===== src/rtl/collisionbg_arbiter.sv =====
// collisionbg_arbiter
// Shares the single-port collision-background ROM between the VGA pixel fetch
// and NUM_REQ game-logic collision queries. While video is active (blank=1) the
// VGA fetch owns the ROM. During blanking, queries are granted round-robin and
// answered with the stored palette index and a solid/empty hit flag.
//
// Ports:
//   vga_clk      sole clock, rising edge
//   reset        asynchronous, active-high
//   DrawX/DrawY  current VGA pixel coordinate
//   blank        1 = active video (VGA owns the ROM), 0 = blanking
//   rom_address  ROM address (combinational)
//   rom_q        ROM data, valid one cycle after its address
//   pix_index    registered VGA pixel index (two-cycle latency)
//   req          per-requester query request (level)
//   qx/qy        packed query coordinates, requester i uses [10i+9:10i]
//   ack          one-cycle, one-hot response strobe
//   resp_index   response index, held until the next ack
//   resp_hit     response solid flag, held until the next ack
//   busy         1 while a query is in flight
module collisionbg_arbiter #(
    parameter int unsigned NUM_REQ   = 4,
    parameter int unsigned H_ACTIVE  = 640,
    parameter int unsigned V_ACTIVE  = 480,
    parameter logic [3:0]  OOB_INDEX = 4'hF
) (
    input  logic                    vga_clk,
    input  logic                    reset,
    input  logic [9:0]              DrawX,
    input  logic [9:0]              DrawY,
    input  logic                    blank,
    output logic [18:0]             rom_address,
    input  logic [3:0]              rom_q,
    output logic [3:0]              pix_index,
    input  logic [NUM_REQ-1:0]      req,
    input  logic [NUM_REQ*10-1:0]   qx,
    input  logic [NUM_REQ*10-1:0]   qy,
    output logic [NUM_REQ-1:0]      ack,
    output logic [3:0]              resp_index,
    output logic                    resp_hit,
    output logic                    busy
);

    localparam int unsigned ADDR_W = 19;
    localparam int unsigned COORD_W = 10;
    localparam int unsigned PTR_W  = (NUM_REQ > 1) ? $clog2(NUM_REQ) : 1;

    typedef enum logic [1:0] {
        IDLE = 2'd0,
        READ = 2'd1,
        WAIT = 2'd2
    } state_t;

    state_t             state;
    logic [PTR_W-1:0]   ptr;
    logic [PTR_W-1:0]   gnt;
    logic [COORD_W-1:0] gx;
    logic [COORD_W-1:0] gy;
    logic               oob;
    logic               owner_d;

    logic [COORD_W-1:0] qx_arr [NUM_REQ];
    logic [COORD_W-1:0] qy_arr [NUM_REQ];

    logic               any_req_c;
    logic [PTR_W-1:0]   pick_c;

    // Row-major ROM address: y*H_ACTIVE + x
    function automatic logic [ADDR_W-1:0] xy_addr(input logic [COORD_W-1:0] x,
                                                  input logic [COORD_W-1:0] y);
        return ADDR_W'(y) * ADDR_W'(H_ACTIVE) + ADDR_W'(x);
    endfunction

    // Unpack the per-requester coordinate buses
    for (genvar i = 0; i < int'(NUM_REQ); i++) begin : g_unpack
        assign qx_arr[i] = qx[COORD_W*i +: COORD_W];
        assign qy_arr[i] = qy[COORD_W*i +: COORD_W];
    end

    // Round-robin pick: first requester with req set, searching upward from ptr
    always_comb begin
        int unsigned idx;
        any_req_c = 1'b0;
        pick_c    = '0;
        idx       = 0;
        for (int unsigned i = 0; i < NUM_REQ; i++) begin
            idx = (32'(ptr) + i) % NUM_REQ;
            if (!any_req_c && req[PTR_W'(idx)]) begin
                any_req_c = 1'b1;
                pick_c    = PTR_W'(idx);
            end
        end
    end

    // The query only reaches the ROM in READ, and only if video is not active
    always_comb begin
        rom_address = xy_addr(DrawX, DrawY);
        if (state == READ && !blank) begin
            rom_address = oob ? '0 : xy_addr(gx, gy);
        end
    end

    // VGA pixel path: owner_d marks that last cycle's read belonged to VGA
    always_ff @(posedge vga_clk or posedge reset) begin
        if (reset) begin
            owner_d   <= 1'b0;
            pix_index <= '0;
        end else begin
            owner_d   <= blank;
            pix_index <= owner_d ? rom_q : 4'd0;
        end
    end

    // Query FSM with registered responses
    always_ff @(posedge vga_clk or posedge reset) begin
        if (reset) begin
            state      <= IDLE;
            ptr        <= '0;
            gnt        <= '0;
            gx         <= '0;
            gy         <= '0;
            oob        <= 1'b0;
            ack        <= '0;
            resp_index <= '0;
            resp_hit   <= 1'b0;
            busy       <= 1'b0;
        end else begin
            ack <= '0;
            case (state)
                IDLE: begin
                    if (!blank && any_req_c) begin
                        gnt   <= pick_c;
                        gx    <= qx_arr[pick_c];
                        gy    <= qy_arr[pick_c];
                        oob   <= (32'(qx_arr[pick_c]) >= H_ACTIVE) ||
                                 (32'(qy_arr[pick_c]) >= V_ACTIVE);
                        state <= READ;
                        busy  <= 1'b1;
                    end
                end
                READ: begin
                    // VGA preemption loses the read; retry later with ptr unchanged
                    if (blank) begin
                        state <= IDLE;
                        busy  <= 1'b0;
                    end else begin
                        state <= WAIT;
                        busy  <= 1'b1;
                    end
                end
                WAIT: begin
                    // rom_q now carries the query data; answer only if still wanted
                    if (req[gnt]) begin
                        resp_index <= oob ? OOB_INDEX : rom_q;
                        resp_hit   <= oob ? 1'b1 : (rom_q != 4'd0);
                        ack[gnt]   <= 1'b1;
                        ptr        <= (32'(gnt) == NUM_REQ - 1) ? '0 : gnt + PTR_W'(1);
                    end
                    state <= IDLE;
                    busy  <= 1'b0;
                end
                default: begin
                    state <= IDLE;
                    busy  <= 1'b0;
                end
            endcase
        end
    end

endmodule


===== config.mk =====
export PLATFORM = sky130hd
export DESIGN_NAME = collisionbg_arbiter
export DESIGN_NICKNAME = d
export VERILOG_FILES = /design/src/rtl/collisionbg_arbiter.sv
export SDC_FILE = /design/constraint.sdc
export NUM_CORES = 1
export LEC_CHECK = 0
export ABC_CLOCK_PERIOD_IN_PS = 3700
export BUFFER_PORTS_ARGS = -buffer_cell sky130_fd_sc_hd__buf_2
export CORE_UTILIZATION = 39
export CTS_BUF_LIST = sky130_fd_sc_hd__clkbuf_2
export CTS_CLUSTER_DIAMETER = 60
export DETAILED_ROUTE_END_ITERATION = 10
export MAX_ROUTING_LAYER = met4
export PLACE_DENSITY = 0.74
export RECOVER_POWER = 25
export SLEW_MARGIN = 20
export SYNTH_ARGS = -nofsm -noshare
export SYNTH_HDL_FRONTEND = slang
export SYNTH_SLANG_ARGS = --single-unit

===== constraint.sdc =====
create_clock -name vga_clk -period 3.7 [get_ports vga_clk]
set_input_delay 0.555 -clock vga_clk [delete_from_list [all_inputs] [get_ports vga_clk]]
set_output_delay 0.555 -clock vga_clk [all_outputs]
set_load 0.01 [all_outputs]

==> metrics.md <==
| Metric | Value |
|---|---|
| Outcome | complete, but fails checks |
| Failing checks | setup timing |
| Starting Density | 0.4056 |
| Synthesis-to-layout area growth | 28.14% |
| Io pins | 144 |
| Gr ovfl total | 0 |
| CTS Sinks | 42 |
| PwrDens | 729.0 nW/um^2 |
| Highest clock rate | 268.9 MHz |
| Yosys cell types | 50 |
| Post-DRT Antenna Nets | 0 |
| CP most frequent cell | ha_4 |
| Via count | 3,993 |
| Antenna cells | 0 |
| Post-Synthesis Cells | 505 |
| Clock skew | 0.01607 ns |
| Nets@finish | approximately 810 |
| Vias in the first global route | 3,675 |
| CTS tree | built |
| CP Cell Sequence | ha_4 -> ha_4 -> fa_2 -> a21oi_2 -> o21ai_2 -> and4_1 -> a311oi_2 -> buf_4 -> nor4_2 -> xnor2_1 -> o31ai_1 -> buf_2 |
| Post-synthesis register bit count | 42 |
| Critical path type | flip-flop to output pin |
| Tightest Hold Check Type | input port to asynchronous set/reset pin |
| Switching share of power | 0.4720 |
| Sequential fraction of the synthesis area | 0.2627 |
| Fraction of layout cells with a size suffix above 1 | 0.3083 |
| DP HPWL | 8462 um |
| Top fanout value on the critical path | 3 |
| Worst setup margin | -0.01948 ns |
| Clock Tree Root | clkbuf_2 |
| Cts bufs inserted | 5 |
| Critical path arrival | around 3.2 ns |
| Syn avg cell area | between 7 and 8 um^2 |
| Final period utilization | 1.005 |
| CP bufs+invs | 2 |
| Max IR drop VDD | 0.3206 mV |
| Design Area, Final | 5127 um^2 |
| GRT busiest layer | met2 |
| Largest net degree at the start of global routing | 29 |
| H-tree depth | 2 |
| Initial antenna violation count | 0 |
| GRT Total Usage | 0.1967 |
| Pre-CTS setup slack | -0.02093 ns |
| Worst Path Required | 3.14 ns |
| Int Pwr | 1.974 mW |
| Reg clk slew, reported paths | 0.21 ns |
| Clk buf depth | 2 |
| Clk pwr share | 0.052 |
| GR Util met1 | 0.2508 |
| RSZ-0062 raised after global routing | true |
| Leak pwr | 2.644 nW |
| Yosys Warn Count | 0 |
| Clk_lat worst skew | roughly 0.42 ns |
| DR DRC count | 0 |
| First-pass GRT wire length | ~16,000 um |
| EDFF count, synth | 0 |
| Die W | 103.3 um |
| Die height | about 100 um |
| Post-synth ARST share | 1.000 |
| Iter 0 DRT Violations | 109 |
| Slew Limit Fails | 0 |
| Total cell area at the placement stage | 4867 um^2 |
| Wire length per cell | 13.28 um |
| Area of the core | 9864 um^2 |
| Logic pwr share | 0.728 |
| Vias per cell | ~5.1 |
| Global routing usage on met2 | 0.3344 |
| Mapped cell area | 4001 um^2 |
| Slowest CP cell | dfrtp_2 |
| Final wirelength | 10,420 um |
| Post-layout min period | ~3.7 ns |
| Top delay family on crit path | adder cells |
| Slew @ Worst Pin | ~1.1 ns |
| FP Rows | 36 |
| Sequential Power Share | 0.220 |
| Startpoint class of the critical path | flip-flop |
| Slew margin rel. | 0.2634 |
| Final Setup Violations | 1 |
| Die area | 10,670 um^2 |
| P_sw | 1.764 mW |
| Crit end category | output pin |
| M3 GR Usage | 0.01949 |
| Gpl congestion | 0.8504 |
| # port buffers | 143 |
| Max-cap violation count | 0 |
| Synthesized net count | 662 |
| Ys flop type | dfrtp_1 |
| Endpoints failing hold | 0 |
| CP peak stage delay | approximately 0.49 ns |
| Drt pass-1 iters | 4 |
stage by stage:
stage / utilization / cells / hold WS [ns] / total power, mW / TNS, ns
floorplan: - / 505 / 0.4313 / 2.429 / 0
global placement: 0.4934 / 771 / 0.4455 / 3.008 / 0
detailed placement: 0.4934 / 771 / 0.4649 / 3.077 / -0.02093
CTS: 0.5025 / 780 / 0.2518 / 3.382 / 0
global route: 0.5198 / 785 / 0.2677 / 4.119 / -0.4073
finish: 0.5198 / 785 / 0.2412 / 3.738 / -0.01948
layer usage:
layer	part of all wire	up-vias	routed length, um
met3	0.039	16	411
met2	0.49	115	5077
met4	0.017	0	172
met1	0.46	1811	4760
met5	0	-	0
li1	-	2051	-
cell usage after synthesis, types with 7 or more instances:
cell / number / area (um^2)
dfrtp_1: 42 / 1051
a21o_1: 7 / 52.55
o21ai_0: 46 / 230.2
clkbuf_1: 15 / 56.30
ha_1: 42 / 525.5
o22ai_1: 7 / 43.79
mux2i_1: 18 / 180.2
inv_1: 23 / 86.33
and2_1: 7 / 43.79
a211oi_1: 7 / 52.55
nand3_1: 18 / 90.09
nand3b_1: 10 / 75.07
xor2_1: 17 / 148.9
xnor2_1: 9 / 78.83
nand2_1: 119 / 446.7
nor2b_1: 7 / 43.79
nor2_1: 22 / 82.58
a21oi_1: 15 / 75.07
what timing repair did:
item | in CTS | in global routing
resized for setup | 11 | 23
setup buffers | 1 | 5
hold buffers | 0 | 0
pin swaps | 5 | 7
endpoints found under the setup margin | 3 | 4
final timing paths:
path                                                 from  slack [ns]  depth (start not counted)                         to
worst max-delay path                    gy[3]$_DFFE_PP0P_       -0.02                         12            rom_address[18]
worst min-delay path                                reset        0.24                          2  resp_index[1]$_DFFE_PP0P_
worst max register to register         ptr[0]$_DFFE_PP0P_        1.25                          6            oob$_DFFE_PP0P_
worst min register to register  resp_index[3]$_DFFE_PP0P_        0.51                          2  resp_index[3]$_DFFE_PP0P_
max in group asynchronous                           reset        1.91                          3          gy[4]$_DFFE_PP0P_
min in group vga_clk                                blank        0.30                          1          owner_d$_DFF_PP0_
power by group through the flow:
stage | registers, mW | clock network [mW] | logic (mW)
2_1_floorplan | 0.750 | 0 | 1.68
3_3_place_gp | 0.803 | 0 | 2.21
3_5_place_dp | 0.810 | 0 | 2.27
4_1_cts | 0.799 | 0.199 | 2.38
5_1_grt | 0.848 | 0.219 | 3.05
6_report | 0.822 | 0.194 | 2.72
registers in the layout, summed over array words and instances, names as in the netlist, 2 cells and up:
name        flops
gy             10
gnt             2
gx             10
state           2
ack             4
ptr             2
pix_index       4
resp_index      4
cells by family after synthesis:
| kind of cell | Yosys count | synth area share |
|---|---|---|
| multiplexers | 25 | 0.06660 |
| buffers and inverters | 46 | 0.05003 |
| flip-flops | 42 | 0.2627 |
| adder cells (fa/ha/maj) | 46 | 0.1513 |
| XOR/XNOR | 26 | 0.05691 |
| AO/OA/AOI/OAI | 111 | 0.1729 |
| AND/OR/NAND/NOR | 209 | 0.2395 |
cell usage in the layout (no fill, tap or decap), drive strengths merged, types with 3 or more instances in the layout:
cell    instances
o21ai          46
nand3b         10
nor3            6
a21o            7
ha             42
nand3          18
mux2i          18
a211oi          7
inv            23
fa              4
and2            7
nand4           4
nor2           22
dfrtp          42
a211o           4
nand2         119
xnor2           9
xor2           17
clkbuf          9
and3            4
nor3b           3
nor2b           8
o22ai           7
a31oi           3
a21oi          15
buf           159
mux2            7
o31ai           5
o21a            5
area by class of cell:
class	count	area [um^2]
fillers	897	4737
flip-flops and latches	42	1054
repair buffers	162	852.1
clock buffers	6	30.03
clock inverters	2	8.758
multi-input cells	417	2930
inverters	23	86.33
well taps	133	166.4
Power figures use the tool's default switching activity.
